==> src/rtl/hazard_ctrl_if.sv <==
// Pipeline-to-hazard-controller signal bundle.
// master: pipeline side (drives hazard inputs, receives controls).
// slave : hazard controller side.
interface hazard_ctrl_if #(
   parameter int unsigned REG_ADDR_W = 5,
   parameter int unsigned CNT_W      = 32
);
   logic                  id_valid;
   logic [REG_ADDR_W-1:0] id_regs_rs1;
   logic [REG_ADDR_W-1:0] id_regs_rs2;
   logic                  id_use_rs1;
   logic                  id_use_rs2;
   logic                  ex_valid;
   logic [REG_ADDR_W-1:0] ex_regs_rd;
   logic                  ex_ctrl_regs_write;
   logic                  ex_ctrl_mem_read;
   logic                  ex_mc_start;
   logic                  mc_done;
   logic                  ex_branch_taken;
   logic                  mem_req;
   logic                  mem_ready;

   logic                  pc_stall;
   logic                  if_id_stall;
   logic                  if_id_flush;
   logic                  id_ex_stall;
   logic                  id_ex_flush;
   logic                  ex_mem_stall;
   logic                  ex_mem_flush;
   logic                  mc_timeout;
   logic [CNT_W-1:0]      stall_cnt;
   logic [CNT_W-1:0]      flush_cnt;

   modport master (
      output id_valid, id_regs_rs1, id_regs_rs2, id_use_rs1, id_use_rs2,
             ex_valid, ex_regs_rd, ex_ctrl_regs_write, ex_ctrl_mem_read,
             ex_mc_start, mc_done, ex_branch_taken, mem_req, mem_ready,
      input  pc_stall, if_id_stall, if_id_flush, id_ex_stall, id_ex_flush,
             ex_mem_stall, ex_mem_flush, mc_timeout, stall_cnt, flush_cnt
   );

   modport slave (
      input  id_valid, id_regs_rs1, id_regs_rs2, id_use_rs1, id_use_rs2,
             ex_valid, ex_regs_rd, ex_ctrl_regs_write, ex_ctrl_mem_read,
             ex_mc_start, mc_done, ex_branch_taken, mem_req, mem_ready,
      output pc_stall, if_id_stall, if_id_flush, id_ex_stall, id_ex_flush,
             ex_mem_stall, ex_mem_flush, mc_timeout, stall_cnt, flush_cnt
   );
endinterface

==> src/rtl/hazard_ctrl.sv <==
// Pipeline interlock controller for the 5-stage core: load-use, multi-cycle
// EX, data-memory wait and taken-branch stall/flush generation, with
// saturating stall/flush counters and a multi-cycle watchdog.
module hazard_ctrl #(
   parameter int unsigned REG_ADDR_W    = 5,
   parameter int unsigned CNT_W         = 32,
   parameter int unsigned MC_MAX_CYCLES = 64
) (
   input logic          clk,
   input logic          rst,
   hazard_ctrl_if.slave hz
);
   localparam int unsigned MC_W = $clog2(MC_MAX_CYCLES + 1);

   typedef enum logic [1:0] {RUN, MC_WAIT, MEM_WAIT} state_t;

   state_t                state_q, state_d;
   logic [MC_W-1:0]       mc_cnt_q, mc_cnt_d;
   logic                  mc_timeout_q, mc_timeout_d;
   logic [CNT_W-1:0]      stall_cnt_q, stall_cnt_d;
   logic [CNT_W-1:0]      flush_cnt_q, flush_cnt_d;

   logic [REG_ADDR_W-1:0] ex_rd, id_rs1, id_rs2;
   logic                  memstall, mcstall, loaduse;
   logic                  pc_stall, if_id_stall, if_id_flush;
   logic                  id_ex_stall, id_ex_flush;
   logic                  ex_mem_stall, ex_mem_flush;

   assign ex_rd  = hz.ex_regs_rd;
   assign id_rs1 = hz.id_regs_rs1;
   assign id_rs2 = hz.id_regs_rs2;

   // Raw hazard conditions from the current pipeline contents
   always_comb begin
      memstall = hz.mem_req & ~hz.mem_ready;
      mcstall  = hz.ex_valid & hz.ex_mc_start & ~hz.mc_done;
      loaduse  = hz.ex_valid & hz.ex_ctrl_mem_read & hz.ex_ctrl_regs_write &
                 (ex_rd != '0) & hz.id_valid &
                 ((hz.id_use_rs1 & (id_rs1 == ex_rd)) |
                  (hz.id_use_rs2 & (id_rs2 == ex_rd)));
   end

   // Next-state, watchdog and stall/flush controls; all controls low in reset
   always_comb begin
      state_d      = state_q;
      mc_cnt_d     = mc_cnt_q;
      mc_timeout_d = mc_timeout_q;
      pc_stall     = 1'b0;
      if_id_stall  = 1'b0;
      if_id_flush  = 1'b0;
      id_ex_stall  = 1'b0;
      id_ex_flush  = 1'b0;
      ex_mem_stall = 1'b0;
      ex_mem_flush = 1'b0;
      if (!rst) begin
         unique case (state_q)
            RUN: begin
               if (memstall) begin
                  pc_stall     = 1'b1;
                  if_id_stall  = 1'b1;
                  id_ex_stall  = 1'b1;
                  ex_mem_stall = 1'b1;
                  state_d      = MEM_WAIT;
               end else if (mcstall) begin
                  pc_stall     = 1'b1;
                  if_id_stall  = 1'b1;
                  id_ex_stall  = 1'b1;
                  ex_mem_flush = 1'b1;
                  state_d      = MC_WAIT;
                  mc_cnt_d     = MC_W'(1);
               end else if (hz.ex_branch_taken) begin
                  if_id_flush = 1'b1;
                  id_ex_flush = 1'b1;
               end else if (loaduse) begin
                  pc_stall    = 1'b1;
                  if_id_stall = 1'b1;
                  id_ex_flush = 1'b1;
               end
            end
            MEM_WAIT: begin
               if (!hz.mem_ready) begin
                  pc_stall     = 1'b1;
                  if_id_stall  = 1'b1;
                  id_ex_stall  = 1'b1;
                  ex_mem_stall = 1'b1;
               end else begin
                  state_d = RUN;
               end
            end
            MC_WAIT: begin
               if (hz.mc_done) begin
                  state_d  = RUN;
                  mc_cnt_d = '0;
               end else begin
                  pc_stall     = 1'b1;
                  if_id_stall  = 1'b1;
                  id_ex_stall  = 1'b1;
                  ex_mem_stall = memstall;
                  ex_mem_flush = ~memstall;
                  if (mc_cnt_q == MC_W'(MC_MAX_CYCLES)) begin
                     mc_timeout_d = 1'b1;
                     state_d      = RUN;
                     mc_cnt_d     = '0;
                  end else begin
                     mc_cnt_d = mc_cnt_q + MC_W'(1);
                  end
               end
            end
            default: state_d = RUN;
         endcase
      end
   end

   // Saturating performance counters
   always_comb begin
      stall_cnt_d = stall_cnt_q;
      flush_cnt_d = flush_cnt_q;
      if (pc_stall && (stall_cnt_q != '1)) stall_cnt_d = stall_cnt_q + CNT_W'(1);
      if (if_id_flush && (flush_cnt_q != '1)) flush_cnt_d = flush_cnt_q + CNT_W'(1);
   end

   // State, watchdog and counter registers with synchronous reset
   always_ff @(posedge clk) begin
      if (rst) begin
         state_q      <= RUN;
         mc_cnt_q     <= '0;
         mc_timeout_q <= 1'b0;
         stall_cnt_q  <= '0;
         flush_cnt_q  <= '0;
      end else begin
         state_q      <= state_d;
         mc_cnt_q     <= mc_cnt_d;
         mc_timeout_q <= mc_timeout_d;
         stall_cnt_q  <= stall_cnt_d;
         flush_cnt_q  <= flush_cnt_d;
      end
   end

   // Stall takes precedence over flush on every pipeline register
   assign hz.pc_stall     = pc_stall;
   assign hz.if_id_stall  = if_id_stall;
   assign hz.if_id_flush  = if_id_flush & ~if_id_stall;
   assign hz.id_ex_stall  = id_ex_stall;
   assign hz.id_ex_flush  = id_ex_flush & ~id_ex_stall;
   assign hz.ex_mem_stall = ex_mem_stall;
   assign hz.ex_mem_flush = ex_mem_flush & ~ex_mem_stall;
   assign hz.mc_timeout   = mc_timeout_q;
   assign hz.stall_cnt    = stall_cnt_q;
   assign hz.flush_cnt    = flush_cnt_q;
endmodule

==> src/flat_wrapper.sv <==
// flat-port wrapper written by rule: the top's interface ports become plain ports
module hazard_ctrl_flat 
#(
   parameter int unsigned REG_ADDR_W    = 5,
   parameter int unsigned CNT_W         = 32,
   parameter int unsigned MC_MAX_CYCLES = 64
)
  (clk, rst, hz_id_valid, hz_id_regs_rs1, hz_id_regs_rs2, hz_id_use_rs1, hz_id_use_rs2, hz_ex_valid, hz_ex_regs_rd, hz_ex_ctrl_regs_write, hz_ex_ctrl_mem_read, hz_ex_mc_start, hz_mc_done, hz_ex_branch_taken, hz_mem_req, hz_mem_ready, hz_pc_stall, hz_if_id_stall, hz_if_id_flush, hz_id_ex_stall, hz_id_ex_flush, hz_ex_mem_stall, hz_ex_mem_flush, hz_mc_timeout, hz_stall_cnt, hz_flush_cnt);
  hazard_ctrl_if #(.REG_ADDR_W(REG_ADDR_W), .CNT_W(CNT_W)) hz_i ();
  input logic clk;
  input logic rst;
  input wire logic [$bits(hz_i.id_valid)-1:0] hz_id_valid;
  input wire logic [$bits(hz_i.id_regs_rs1)-1:0] hz_id_regs_rs1;
  input wire logic [$bits(hz_i.id_regs_rs2)-1:0] hz_id_regs_rs2;
  input wire logic [$bits(hz_i.id_use_rs1)-1:0] hz_id_use_rs1;
  input wire logic [$bits(hz_i.id_use_rs2)-1:0] hz_id_use_rs2;
  input wire logic [$bits(hz_i.ex_valid)-1:0] hz_ex_valid;
  input wire logic [$bits(hz_i.ex_regs_rd)-1:0] hz_ex_regs_rd;
  input wire logic [$bits(hz_i.ex_ctrl_regs_write)-1:0] hz_ex_ctrl_regs_write;
  input wire logic [$bits(hz_i.ex_ctrl_mem_read)-1:0] hz_ex_ctrl_mem_read;
  input wire logic [$bits(hz_i.ex_mc_start)-1:0] hz_ex_mc_start;
  input wire logic [$bits(hz_i.mc_done)-1:0] hz_mc_done;
  input wire logic [$bits(hz_i.ex_branch_taken)-1:0] hz_ex_branch_taken;
  input wire logic [$bits(hz_i.mem_req)-1:0] hz_mem_req;
  input wire logic [$bits(hz_i.mem_ready)-1:0] hz_mem_ready;
  output wire logic [$bits(hz_i.pc_stall)-1:0] hz_pc_stall;
  output wire logic [$bits(hz_i.if_id_stall)-1:0] hz_if_id_stall;
  output wire logic [$bits(hz_i.if_id_flush)-1:0] hz_if_id_flush;
  output wire logic [$bits(hz_i.id_ex_stall)-1:0] hz_id_ex_stall;
  output wire logic [$bits(hz_i.id_ex_flush)-1:0] hz_id_ex_flush;
  output wire logic [$bits(hz_i.ex_mem_stall)-1:0] hz_ex_mem_stall;
  output wire logic [$bits(hz_i.ex_mem_flush)-1:0] hz_ex_mem_flush;
  output wire logic [$bits(hz_i.mc_timeout)-1:0] hz_mc_timeout;
  output wire logic [$bits(hz_i.stall_cnt)-1:0] hz_stall_cnt;
  output wire logic [$bits(hz_i.flush_cnt)-1:0] hz_flush_cnt;
  assign hz_i.id_valid = hz_id_valid;
  assign hz_i.id_regs_rs1 = hz_id_regs_rs1;
  assign hz_i.id_regs_rs2 = hz_id_regs_rs2;
  assign hz_i.id_use_rs1 = hz_id_use_rs1;
  assign hz_i.id_use_rs2 = hz_id_use_rs2;
  assign hz_i.ex_valid = hz_ex_valid;
  assign hz_i.ex_regs_rd = hz_ex_regs_rd;
  assign hz_i.ex_ctrl_regs_write = hz_ex_ctrl_regs_write;
  assign hz_i.ex_ctrl_mem_read = hz_ex_ctrl_mem_read;
  assign hz_i.ex_mc_start = hz_ex_mc_start;
  assign hz_i.mc_done = hz_mc_done;
  assign hz_i.ex_branch_taken = hz_ex_branch_taken;
  assign hz_i.mem_req = hz_mem_req;
  assign hz_i.mem_ready = hz_mem_ready;
  assign hz_pc_stall = hz_i.pc_stall;
  assign hz_if_id_stall = hz_i.if_id_stall;
  assign hz_if_id_flush = hz_i.if_id_flush;
  assign hz_id_ex_stall = hz_i.id_ex_stall;
  assign hz_id_ex_flush = hz_i.id_ex_flush;
  assign hz_ex_mem_stall = hz_i.ex_mem_stall;
  assign hz_ex_mem_flush = hz_i.ex_mem_flush;
  assign hz_mc_timeout = hz_i.mc_timeout;
  assign hz_stall_cnt = hz_i.stall_cnt;
  assign hz_flush_cnt = hz_i.flush_cnt;
  hazard_ctrl #(.REG_ADDR_W(REG_ADDR_W), .CNT_W(CNT_W), .MC_MAX_CYCLES(MC_MAX_CYCLES)) u_core (.clk(clk), .rst(rst), .hz(hz_i));
endmodule
==> config.mk <==
export PLATFORM = sky130hd
export DESIGN_NAME = hazard_ctrl_flat
export DESIGN_NICKNAME = d
export VERILOG_FILES = /design/src/rtl/hazard_ctrl_if.sv /design/src/rtl/hazard_ctrl.sv /design/src/flat_wrapper.sv
export SDC_FILE = /design/constraint.sdc
export NUM_CORES = 1
export LEC_CHECK = 0
export CAP_MARGIN = 20
export CORE_AREA = 5 5 94 96
export CTS_CLUSTER_DIAMETER = 30
export DETAILED_ROUTE_END_ITERATION = 7
export DIE_AREA = 0 0 99 101
export DONT_BUFFER_PORTS = 1
export PLACE_DENSITY_LB_ADDON = 0.2
export SYNTH_ARGS = -nofsm -noshare
export SYNTH_HDL_FRONTEND = slang
export SYNTH_SLANG_ARGS = --single-unit
==> constraint.sdc <==
create_clock -name clk -period 2.8 [get_ports clk]
set_input_delay 0.56 -clock clk [delete_from_list [all_inputs] [get_ports clk]]
set_output_delay 0.56 -clock clk [all_outputs]
set_load 0.02 [all_outputs]
==> summary by stage, run 1 <==
Global route
The number of global-route vias before repair is between 3,000 and 4,000. Entering global routing, the biggest net connects between 70 and 80 pins. After global routing the overflow that remains totals 0. The wire length of the first global-routing pass is 15,240 um. The initial antenna violation count is 0.

The total track usage is 18.47%.

Pwr
The static leakage is around 0.0014 uW. The worst vdd rail ir drop is around 0.00025 V. The total power per unit cell area is 447.7 nW/um^2.

Timing
Setup repair after global routing left no endpoint under its margin. At the pin with the least slew margin, the transition time is around 0.79 ns. The max-slew violation count is 0. The worst path in the final design needs a cycle of about 2.5 ns, including I/O delays and setup. The clock skew after layout is 0.006268 ns.

In this run the tightest slew margin relative to its limit is a little under half. The highest attainable clock frequency is 0.3936 GHz. The final total negative setup slack is 0 ns. The period utilization is roughly nine tenths.

The number of failing hold endpoints at the final stage is 0. Setup violations remaining at the end of the flow were counted as 0.

CTS
The number of buffers added for setup after CTS is 0. The tree built by TritonCTS fans out to 74 sinks. TritonCTS built the clock tree. The H-tree depth is 3. Counting along the longest clock path gives a buffer depth of 2.

The number of gates resized after CTS was 0. The clock tree root buffer cell is sky130_fd_sc_hd__clkbuf_8. The clock reaches the later pin of the worst-skew pair after between 0.3 and 0.4 ns.

The number of buffers added by the clock tree synthesis step is 9. The hold buffer count at CTS is 0. The clock input transition at the sequential cells of the worst setup and hold paths is roughly 0.07 ns.

Setup path
Of all nets on the critical path, the largest fanout is 23. Counting buffers and inverters, the worst setup path is 7 cells deep. The delay of the slowest critical-path stage is 0.53 ns. The kind of end point of the critical path is a flop. In this design, the largest share of critical-path delay is due to simple AND/OR/NAND/NOR gates. The startpoint of the worst-slack reg-to-reg timing path is u_core.hz.stall_cnt[22]$_SDFFE_PP0P_. The worst reg-to-reg path cell count is 7.

The endpoint arrival time on the critical path is 2.77 ns. The buffer and inverter count on the worst path is 1. The endpoint identified for the worst register-to-register timing path is u_core.hz.stall_cnt[1]$_SDFFE_PP0P_. At the worst endpoint, the required time is approximately 3.0 ns. The category of the critical setup timing path is reg -> reg. The slowest stage of the critical path belongs to the cell sky130_fd_sc_hd__dfxtp_1. The startpoint class of the critical path is a flop.

The flop-to-flop setup slack is 0.26 ns. Traced cell by cell, the critical path runs through nand4_2 -> nor4_2 -> or3b_1 -> o211ai_2 -> buf_4 -> mux2i_1 -> nor2_1.

Yosys
Of the post-synthesis cell area, the dominant cell type holds between 30% and 40%. By count the netlist is led by sky130_fd_sc_hd__dfxtp_1, sky130_fd_sc_hd__nor2_1, sky130_fd_sc_hd__a21oi_1, sky130_fd_sc_hd__nand2_1, sky130_fd_sc_hd__nand3_1. After synthesis, the share of flip-flops with an asynchronous set or reset is 0%. The portion of the post-synthesis area used by sequential elements is 38.40%.

In this run the mean area of a mapped cell was just over 8 sq um. After synthesis, the netlist uses 52 different library cells. The leading register cell type out of synthesis is sky130_fd_sc_hd__dfxtp_1. The number of synthesized flops with an enable pin is 0. The count of yosys warnings during synthesis is 0.

The synthesized design spends more area on one cell type than any other, namely sky130_fd_sc_hd__dfxtp_1. After synthesis, the cell types taking the most area are sky130_fd_sc_hd__dfxtp_1, sky130_fd_sc_hd__xnor2_1, sky130_fd_sc_hd__nor2_1. Synthesis inferred 74 register bits.

The synthesized netlist cell count is 464. The most used standard cell by instance count after synthesis is sky130_fd_sc_hd__dfxtp_1. In this run the cell area of the synthesized design comes to 3857 sq um. The net count after synthesis is just under 500.

Die
The area of the placeable core is between 7000 and 8000 sq um. The width of the die is ~100 um. The number of placed I/O pins is 100. The initial utilization of the core area, before any placement, comes to 48.41%.

Row generation in the floorplan step produced 33 rows. The die boundary height is between 100 and 150 um. The die area is ~10000 sq um.

Route
The count of routing violations after the opening detailed-route iteration is between 100 and 150. Dividing the detail-routed via count by the number of cells gives 5.806. The final routed wire length divided by cell count is approximately 16 um.

For this block, the via count after detailed routing is ~3,400. The first TritonRoute pass finished after 4 iterations. The number of nets with antenna violations after routing is 0. The DRC violation count after routing is 0. The final layout contains routed wiring with a total length of 9270 um.

Layout
The fraction of layout instances using a drive strength above 1 is under 10%. The number of antenna diodes in the final layout is 0. Cells fill between 50% and 60% of the core in the end. Counting the fill cells in the layout gives between 700 and 800.

The synthesis-to-finish area growth is 8.887%. The number of nets in the layout is 509.

Placement
During placement, the flow inserted port buffers numbering 0. The global placement routability congestion is between 0.8 and 0.9. Once detailed placement completed, the half-perimeter wirelength came to roughly 6800 um.

Run status
The run finished with clean final reports.

Min path
Counting instances, the worst hold path has a depth of 1. The hold path startpoint is rst. The tightest min-delay check is of the in -> reg type.

The endpoint of the worst hold path is u_core.hz.stall_cnt[5]$_SDFFE_PP0P_.

Run
Across the run, the number of max-cap violations was 0.
## layout make-up
cell class	instances	area, sq um	share of cell area (%)
multi-input cells	358	2210	52.61
inverters	11	41.29	0.9830
flip-flops and latches	74	1481	35.27
well taps	105	131.4	3.128
clock buffers	13	148.9	3.545
clock inverters	3	15.01	0.3575
repair buffers	23	172.7	4.111
## metrics by stage
stage | hold WS (ns) | total power, uW | worst slack (ns) | cells | area, sq um
after floorplan | 0.4709 | 1179 | 0.3532 | 464 | 3857
after global routing | 0.2658 | 1970 | 0.05860 | 587 | 4200
after detailed placement | 0.4969 | 1186 | 0.2878 | 571 | 4036
after CTS | 0.2736 | 1905 | 0.2583 | 587 | 4200
final | 0.3003 | 1880 | 0.2596 | 587 | 4200
after global placement | 0.4907 | 1184 | 0.3145 | 571 | 4036
## worst reg2reg max path, delay by kind of cell, from the launching register on
kind | cells | cell delay, ns
compound gates | 1 | 0.32
buf+inv | 1 | 0.32
flops | 1 | 0.53
mux | 1 | 0.19
simple gates | 4 | 1.06
## worst max-delay path by stage
| stage | start | to | slack, ns |
|---|---|---|---|
| after floorplan | rst | hz_pc_stall | 0.35 |
| after global placement | u_core.hz.stall_cnt[22]$_SDFFE_PP0P_ | u_core.hz.stall_cnt[1]$_SDFFE_PP0P_ | 0.31 |
| after detailed placement | u_core.hz.stall_cnt[22]$_SDFFE_PP0P_ | u_core.hz.stall_cnt[1]$_SDFFE_PP0P_ | 0.29 |
| after CTS | u_core.hz.stall_cnt[22]$_SDFFE_PP0P_ | u_core.hz.stall_cnt[1]$_SDFFE_PP0P_ | 0.26 |
| after global routing | u_core.hz.stall_cnt[22]$_SDFFE_PP0P_ | u_core.hz.stall_cnt[6]$_SDFFE_PP0P_ | 0.06 |
| final | u_core.hz.stall_cnt[22]$_SDFFE_PP0P_ | u_core.hz.stall_cnt[1]$_SDFFE_PP0P_ | 0.26 |
## metal layers
| metal | global-route usage [%] | part of all wire, % |
|---|---|---|
| met5 | 0 | 0 |
| met4 | 6.197 | 1.6 |
| met3 | 7.682 | 8.1 |
| met2 | 29.75 | 47 |
| met1 | 22.30 | 44 |
## layout by cell type, fill, tap and decap left out, types with 4 or more instances in the layout
master	instances
sky130_fd_sc_hd__a21oi_1	32
sky130_fd_sc_hd__nand2_1	31
sky130_fd_sc_hd__and3_1	11
sky130_fd_sc_hd__xor2_1	19
sky130_fd_sc_hd__clkbuf_8	10
sky130_fd_sc_hd__xnor2_1	23
sky130_fd_sc_hd__dfxtp_1	74
sky130_fd_sc_hd__nand3_1	28
sky130_fd_sc_hd__or4_1	4
sky130_fd_sc_hd__nor2_1	51
sky130_fd_sc_hd__or3_1	26
sky130_fd_sc_hd__o31ai_1	6
sky130_fd_sc_hd__nor3_1	17
sky130_fd_sc_hd__nor4_1	4
sky130_fd_sc_hd__inv_1	11
sky130_fd_sc_hd__and4_1	11
sky130_fd_sc_hd__o21ai_0	25
sky130_fd_sc_hd__nand4_1	21
sky130_fd_sc_hd__ha_1	4
sky130_fd_sc_hd__nor2b_1	5
sky130_fd_sc_hd__buf_4	23
sky130_fd_sc_hd__and2_1	4
## registers in the layout, summed over array words and instances (netlist names)
signal and cells:
u_core.hz.flush_cnt 32, u_core.hz.mc_timeout 1, u_core.hz.stall_cnt 32, u_core.mc_cnt_q 7
u_core.state_q 2
## report_power, final
part | internal (uW) | switching [uW] | leakage (uW)
Sequential | 1060 | 4.80 | 0.000596
Combinational | 40.5 | 59.7 | 0.000718
Clock | 343 | 376 | 0.0000872
## cells by family after synthesis
kind of cell	share of synthesized area, %
fa+ha+maj	1.297
simple gates	31.07
xor+xnor	9.536
flops	38.40
compound gates	14.82
mux	0.5514
buf+inv	4.314
Note: power is estimated with default switching activity, not from simulation.
==> inputs of run 2 (changes only) <==
- ABC_AREA: not set -> 0
- PLACE_DENSITY_LB_ADDON: 0.2 -> 0.12
- SLEW_MARGIN: not set -> 5
==> summary by stage, run 2 (synthesis results as in run 1) <==
Timing
The slew at the pin closest to its max-slew limit was 0.6922 ns (was 0.7878 ns). RSZ-0062 raised after global routing: no (unchanged). The number of failing hold endpoints at the final stage is 0 (unchanged).

The max-slew violation count is 0 (unchanged). The number of endpoints failing setup at the final stage came to 0 (unchanged). The clock skew after layout is 0.006670 ns (was 0.006268 ns). The relative max-transition margin is 53.50% (was 47.33%). The final total negative setup slack is 0 ns (unchanged).

The highest attainable clock frequency was 0.4005 GHz (was 0.3936 GHz). The clock period minus worst slack is 2.497 ns (was 2.540 ns). The period utilization is 89.18% (was 90.73%).

Route
The count of routing violations after the opening detailed-route iteration is 89 (was 109). The total vias in the final route is 3,412 (was 3,408). The iteration count of the initial detailed-routing pass is 4 (unchanged). The post-detailed-routing wire length is 9364 um (was 9270 um). The via density per instance was 5.813 (was 5.806). The DRC violation count after routing was 0 (unchanged). The number of nets with antenna violations after routing is 0 (unchanged). The final routed wire length divided by cell count is 15.95 um (was 15.79 um).

Layout
The most common cell after layout, fill and taps aside is sky130_fd_sc_hd__dfxtp_1 (unchanged). The final standard cell utilization of the core is 53.20% (was 52.71%). The area of all placed cells without fillers is 4239 sq um (was 4200 sq um). The number of antenna repair diodes is 0 (unchanged).

The number of fill cells is 781 (was 757). The fraction of layout instances using a drive strength above 1 came to 10.17% (was 9.544%). The number of nets in the layout came to 509 (unchanged). The synthesis-to-finish area growth is 9.893% (was 8.887%). Commonest cells after routing, fill and taps aside: sky130_fd_sc_hd__dfxtp_1, sky130_fd_sc_hd__nor2_1, sky130_fd_sc_hd__a21oi_1 (unchanged).

The number of cells in the finished layout apart from fillers is 587 (unchanged).

Run
The reported max-cap violation count is 0 (unchanged).

Run status
Run status: completed (unchanged).

Min path
The hold path startpoint is rst (unchanged). The class of the most critical hold timing path is in -> reg (unchanged). The hold-critical path depth is 1 (unchanged).

Die
The number of placement rows came to 33 (unchanged). The area of the placeable core was 7969 sq um (unchanged). The width of the die is 99 um (unchanged). The die boundary height came to 101 um (unchanged). The die area came to 9999 sq um (unchanged). The number of placed I/O pins is 100 (unchanged).

The initial cell density of the core is 48.41% (unchanged).

Setup path
The kind of end point of the critical path is a flop (unchanged). The launch point of the worst path is u_core.hz.stall_cnt[22]$_SDFFE_PP0P_ (unchanged). The highest net fanout along the worst path was 17 (was 23). The startpoint class of the critical path is a flop (unchanged). The endpoint required time on the critical path is 3.05 ns (was 3.03 ns). The startpoint of the worst-slack reg-to-reg timing path is u_core.hz.stall_cnt[22]$_SDFFE_PP0P_ (unchanged). The endpoint arrival time on the critical path is 2.75 ns (was 2.77 ns). The category of the critical setup timing path is reg -> reg (unchanged). The worst reg-to-reg path cell count is 7 (unchanged).

Global route
The wire length of the first global-routing pass came to 15,780 um (was 15,240 um). The total grt overflow is 0 (unchanged). The number of global-route vias before repair was 3,255 (was 3,113). The total track usage is 19.06% (was 18.47%). The largest net degree at the start of global routing came to 72 (unchanged). The initial antenna violation count came to 0 (unchanged).

CTS
The number of buffers added by the clock tree synthesis step was 9 (unchanged). The post-cts resize count is 0 (unchanged). The CTS tree is yes (unchanged).

The clock input transition at the sequential cells of the worst setup and hold paths is 0.08 ns (was 0.07 ns). The number of buffers added for setup after CTS is 0 (unchanged). The hold buffer count at CTS was 0 (unchanged). The clock insertion delay at the later pin of the skew report is 0.34 ns (was 0.33 ns). The CTS sink count is 74 (unchanged).

The clock tree root buffer cell is sky130_fd_sc_hd__clkbuf_8 (unchanged). The maximum root-to-sink buffer count is 2 (unchanged). The H-tree depth is 3 (unchanged).

Placement
The half-perimeter wire length after placement is 6704 um (was 6776 um). The number of input and output port buffers inserted is 0 (unchanged). The instance area after placement is 4036 sq um (unchanged). The global placement routability congestion was 0.8297 (was 0.8033). The number of placed instances, taps included came to 571 (unchanged).

Pwr
The worst vdd rail ir drop came to 0.0002312 V (was 0.0002537 V). The overall power is 2018 uW (was 1880 uW). The static leakage was 0.001417 uW (was 0.001401 uW). The total power per unit cell area is 476.0 nW/um^2 (was 447.7 nW/um^2).
==> run 2: cell types whose count changed in the layout (fill, tap and decap cells not counted) <==
cell	change
sky130_fd_sc_hd__clkinv_4	+1
sky130_fd_sc_hd__clkinv_2	-1
sky130_fd_sc_hd__clkbuf_1	-3
sky130_fd_sc_hd__clkinvlp_4	+1
sky130_fd_sc_hd__bufinv_16	+1
sky130_fd_sc_hd__inv_6	+1
==> run 2: critical path: stages (launching register included) <==
cell                       delay, ns
sky130_fd_sc_hd__dfxtp_1        0.55
sky130_fd_sc_hd__nand4_2        0.21
sky130_fd_sc_hd__nor4_2         0.38
sky130_fd_sc_hd__or3b_1         0.43
sky130_fd_sc_hd__o211ai_2       0.27
sky130_fd_sc_hd__buf_4          0.31
sky130_fd_sc_hd__o311ai_0       0.15
sky130_fd_sc_hd__o41ai_1        0.09
==> run 2: layout make-up <==
type                       count  area (sq um)  share of cell area [%]
inverter                      11         41.29                  0.9740
clock buffer                  10         137.6                   3.247
timing repair buffer          23         172.7                   4.073
clock inverter                 6         65.06                   1.535
sequential                    74          1481                   34.95
tap                          105         131.4                   3.099
multi-input combinational    358          2210                   52.13
==> run 2: final timing paths <==
kind / end / slack (ns)
setup / recovery: u_core.hz.stall_cnt[31]$_SDFFE_PP0P_ / 0.30
hold / removal: u_core.mc_cnt_q[0]$_SDFFE_PP0P_ / 0.29
setup reg to reg: u_core.hz.stall_cnt[31]$_SDFFE_PP0P_ / 0.30
hold reg to reg: u_core.mc_cnt_q[5]$_SDFFE_PP0P_ / 0.51
==> run 2: through the flow <==
step	hold WS (ns)	setup slack, ns
floorplan	0.4709	0.3532
global placement	0.4911	0.3709
detailed placement	0.4928	0.3445
CTS	0.2600	0.3028
global route	0.2514	0.07202
finish	0.2940	0.3029
==> run 2: layer usage <==
metal	share of wire (%)	track usage, %
met1	43	22.89
met2	47	31.40
met3	8.0	6.644
met4	1.4	7.248
met5	0	0
==> run 2: power breakdown <==
| part | internal (uW) | switching, uW |
|---|---|---|
| Sequential | 1060 | 4.51 |
| Clock | 438 | 421 |
| Combinational | 39.1 | 59.9 |
==> inputs of run 3 (changes only) <==
- GPL_TIMING_DRIVEN: not set -> 1
- REMOVE_ABC_BUFFERS: not set -> 1
- clock period: 2.8 -> 2.5 ns (I/O delays scaled with it)
==> summary by stage, run 3 (synthesis results as in run 1) <==
Timing
The worst hold-check slack is 0.2342 ns (was 0.2940 ns). The highest attainable clock frequency was 0.4482 GHz (was 0.4005 GHz). The period utilization is 89.26% (was 89.18%). The final total negative setup slack is 0 ns (unchanged). The slew at the pin closest to its max-slew limit is 0.7177 ns (was 0.6922 ns). The max-slew violation count came to 0 (unchanged). RSZ-0062 raised after global routing: no (unchanged).

The clock period minus worst slack is 2.231 ns (was 2.497 ns). The worst setup margin is 0.2686 ns (was 0.3029 ns). The number of failing hold endpoints at the final stage is 0 (unchanged). The clock skew after layout is 0.01246 ns (was 0.006670 ns).

The relative max-transition margin is 52.01% (was 53.50%). The number of endpoints failing setup at the final stage is 0 (unchanged).

Global route
The wire length of the first global-routing pass came to 16,280 um (was 15,780 um). The largest net degree at the start of global routing is 72 (unchanged). The number of global-route vias before repair is 3,478 (was 3,255). The initial antenna violation count is 0 (unchanged). The total grt overflow is 0 (unchanged). The total track usage is 19.85% (was 19.06%).

Run
The reported max-cap violation count is 0 (unchanged).

Layout
The number of nets in the layout is 552 (was 509). The fraction of layout instances using a drive strength above 1 is 17.14% (was 10.17%). The multi-input combinational cell area is 2210 sq um (unchanged). The synthesis-to-finish area growth is 19.40% (was 9.893%). Commonest cells after routing, fill and taps aside: sky130_fd_sc_hd__dfxtp_1, sky130_fd_sc_hd__buf_4, sky130_fd_sc_hd__nor2_1 (was sky130_fd_sc_hd__dfxtp_1, sky130_fd_sc_hd__nor2_1, sky130_fd_sc_hd__a21oi_1).

The number of antenna repair diodes is 0 (unchanged). The area of all placed cells without fillers is 4606 sq um (was 4239 sq um). The register cell area after layout was 1481 sq um (unchanged). The most common cell after layout, fill and taps aside was sky130_fd_sc_hd__dfxtp_1 (unchanged).

The number of cells in the finished layout apart from fillers is 630 (was 587). The number of fill cells is 753 (was 781).

Die
The number of placed I/O pins is 100 (unchanged). The area of the placeable core was 7969 sq um (unchanged). The die boundary height is 101 um (unchanged). The width of the die is 99 um (unchanged). The initial cell density of the core is 48.41% (unchanged).

The number of placement rows came to 33 (unchanged). The die area was 9999 sq um (unchanged).

Pwr
The static leakage came to 0.001666 uW (was 0.001417 uW). The total power per unit cell area is 519.6 nW/um^2 (was 476.0 nW/um^2). The worst vdd rail ir drop came to 0.0003818 V (was 0.0002312 V).

Placement
The number of placed instances, taps included is 614 (was 571). The pre-CTS worst setup slack is 0.1890 ns (was 0.3445 ns). The half-perimeter wire length after placement is 7188 um (was 6704 um). The instance area after placement is 4372 sq um (was 4036 sq um). The global placement routability congestion is 0.8326 (was 0.8297). The number of input and output port buffers inserted came to 0 (unchanged).

Setup path
The category of the critical setup timing path was reg -> reg (unchanged). The buffer and inverter count on the worst path is 1 (unchanged). Cell breakdown of the critical path: o21bai_1 -> o32ai_4 -> a21o_1 -> o211ai_2 -> buf_4 -> or3_1 -> a21oi_1 (was nand4_2 -> nor4_2 -> or3b_1 -> o211ai_2 -> buf_4 -> o311ai_0 -> o41ai_1). The kind of end point of the critical path is a flop (unchanged). The cell family with the largest share of critical-path delay is compound AO/OA/AOI/OAI gates (was simple AND/OR/NAND/NOR gates). The startpoint of the worst-slack reg-to-reg timing path is u_core.state_q[1]$_SDFFE_PP0P_ (was u_core.hz.stall_cnt[22]$_SDFFE_PP0P_). The endpoint arrival time on the critical path is 2.49 ns (was 2.75 ns). The startpoint class of the critical path is a flop (unchanged). The delay of the slowest critical-path stage is 0.44 ns (was 0.55 ns). The highest net fanout along the worst path came to 14 (was 17). The launch point of the worst path is u_core.state_q[1]$_SDFFE_PP0P_ (was u_core.hz.stall_cnt[22]$_SDFFE_PP0P_).

The endpoint required time on the critical path is 2.76 ns (was 3.05 ns). The slowest cell on the critical path is sky130_fd_sc_hd__dfxtp_1 (unchanged).

CTS
The clock tree root buffer cell is sky130_fd_sc_hd__clkbuf_8 (unchanged). The maximum root-to-sink buffer count came to 2 (unchanged). The clock input transition at the sequential cells of the worst setup and hold paths is 0.08 ns (about the same). The number of buffers added by the clock tree synthesis step is 9 (unchanged). The CTS tree is yes (unchanged). The hold buffer count at CTS is 0 (unchanged). The clock insertion delay at the later pin of the skew report was 0.33 ns (was 0.34 ns).

The H-tree depth is 3 (unchanged). The post-cts resize count is 0 (unchanged). The number of buffers added for setup after CTS is 0 (unchanged).

The CTS sink count is 74 (unchanged).

Route
The count of routing violations after the opening detailed-route iteration was 154 (was 89). The final routed wire length divided by cell count is 15.43 um (was 15.95 um). The number of nets with antenna violations after routing is 0 (unchanged). The iteration count of the initial detailed-routing pass was 5 (was 4). The post-detailed-routing wire length is 9724 um (was 9364 um). The via density per instance is 5.678 (was 5.813). The total vias in the final route is 3,577 (was 3,412). The DRC violation count after routing is 0 (unchanged).

Run status
Run status: completed (unchanged).

Min path
The class of the most critical hold timing path is in -> reg (unchanged). The hold path startpoint is rst (unchanged).
[run 3: layout make-up]
class,count,share of cell area [%]
multi-input cells,358,47.98
flip-flops and latches,74,32.17
repair buffers,66,11.03
clock buffers,11,2.852
well taps,105,2.852
clock inverters,5,2.228
inverters,11,0.8965
[run 3: metal layers]
layer	up-vias	global-route usage (%)	share of wire, %
met4	0	7.353	0.72
li1	1807	-	-
met3	6	5.882	7.7
met5	-	0	0
met1	1670	24.97	43
met2	94	32.23	48
[run 3: where the power goes]
part	leakage, uW	switching [uW]	internal [uW]
clock network	0.000114	429	663
registers	0.000596	5.15	1180
logic	0.000957	67.5	46.4
total	0.00167	501	1890
[run 3: stage by stage]
stage / power, uW / util, %
finish: 2393 / 57.80
global route: 2502 / 57.80
detailed placement: 1329 / 54.86
global placement: 1326 / 54.86
floorplan: 1295 / -
CTS: 2431 / 57.80
[run 3: final timing paths]
| kind | to | slack, ns | cells after the start |
|---|---|---|---|
| worst max register to register | u_core.hz.stall_cnt[21]$_SDFFE_PP0P_ | 0.27 | 7 |
| worst min-delay path | u_core.hz.flush_cnt[9]$_SDFFE_PP0P_ | 0.23 | 1 |
| worst min register to register | u_core.mc_cnt_q[5]$_SDFFE_PP0P_ | 0.52 | 2 |
| worst max-delay path | u_core.hz.stall_cnt[21]$_SDFFE_PP0P_ | 0.27 | 7 |
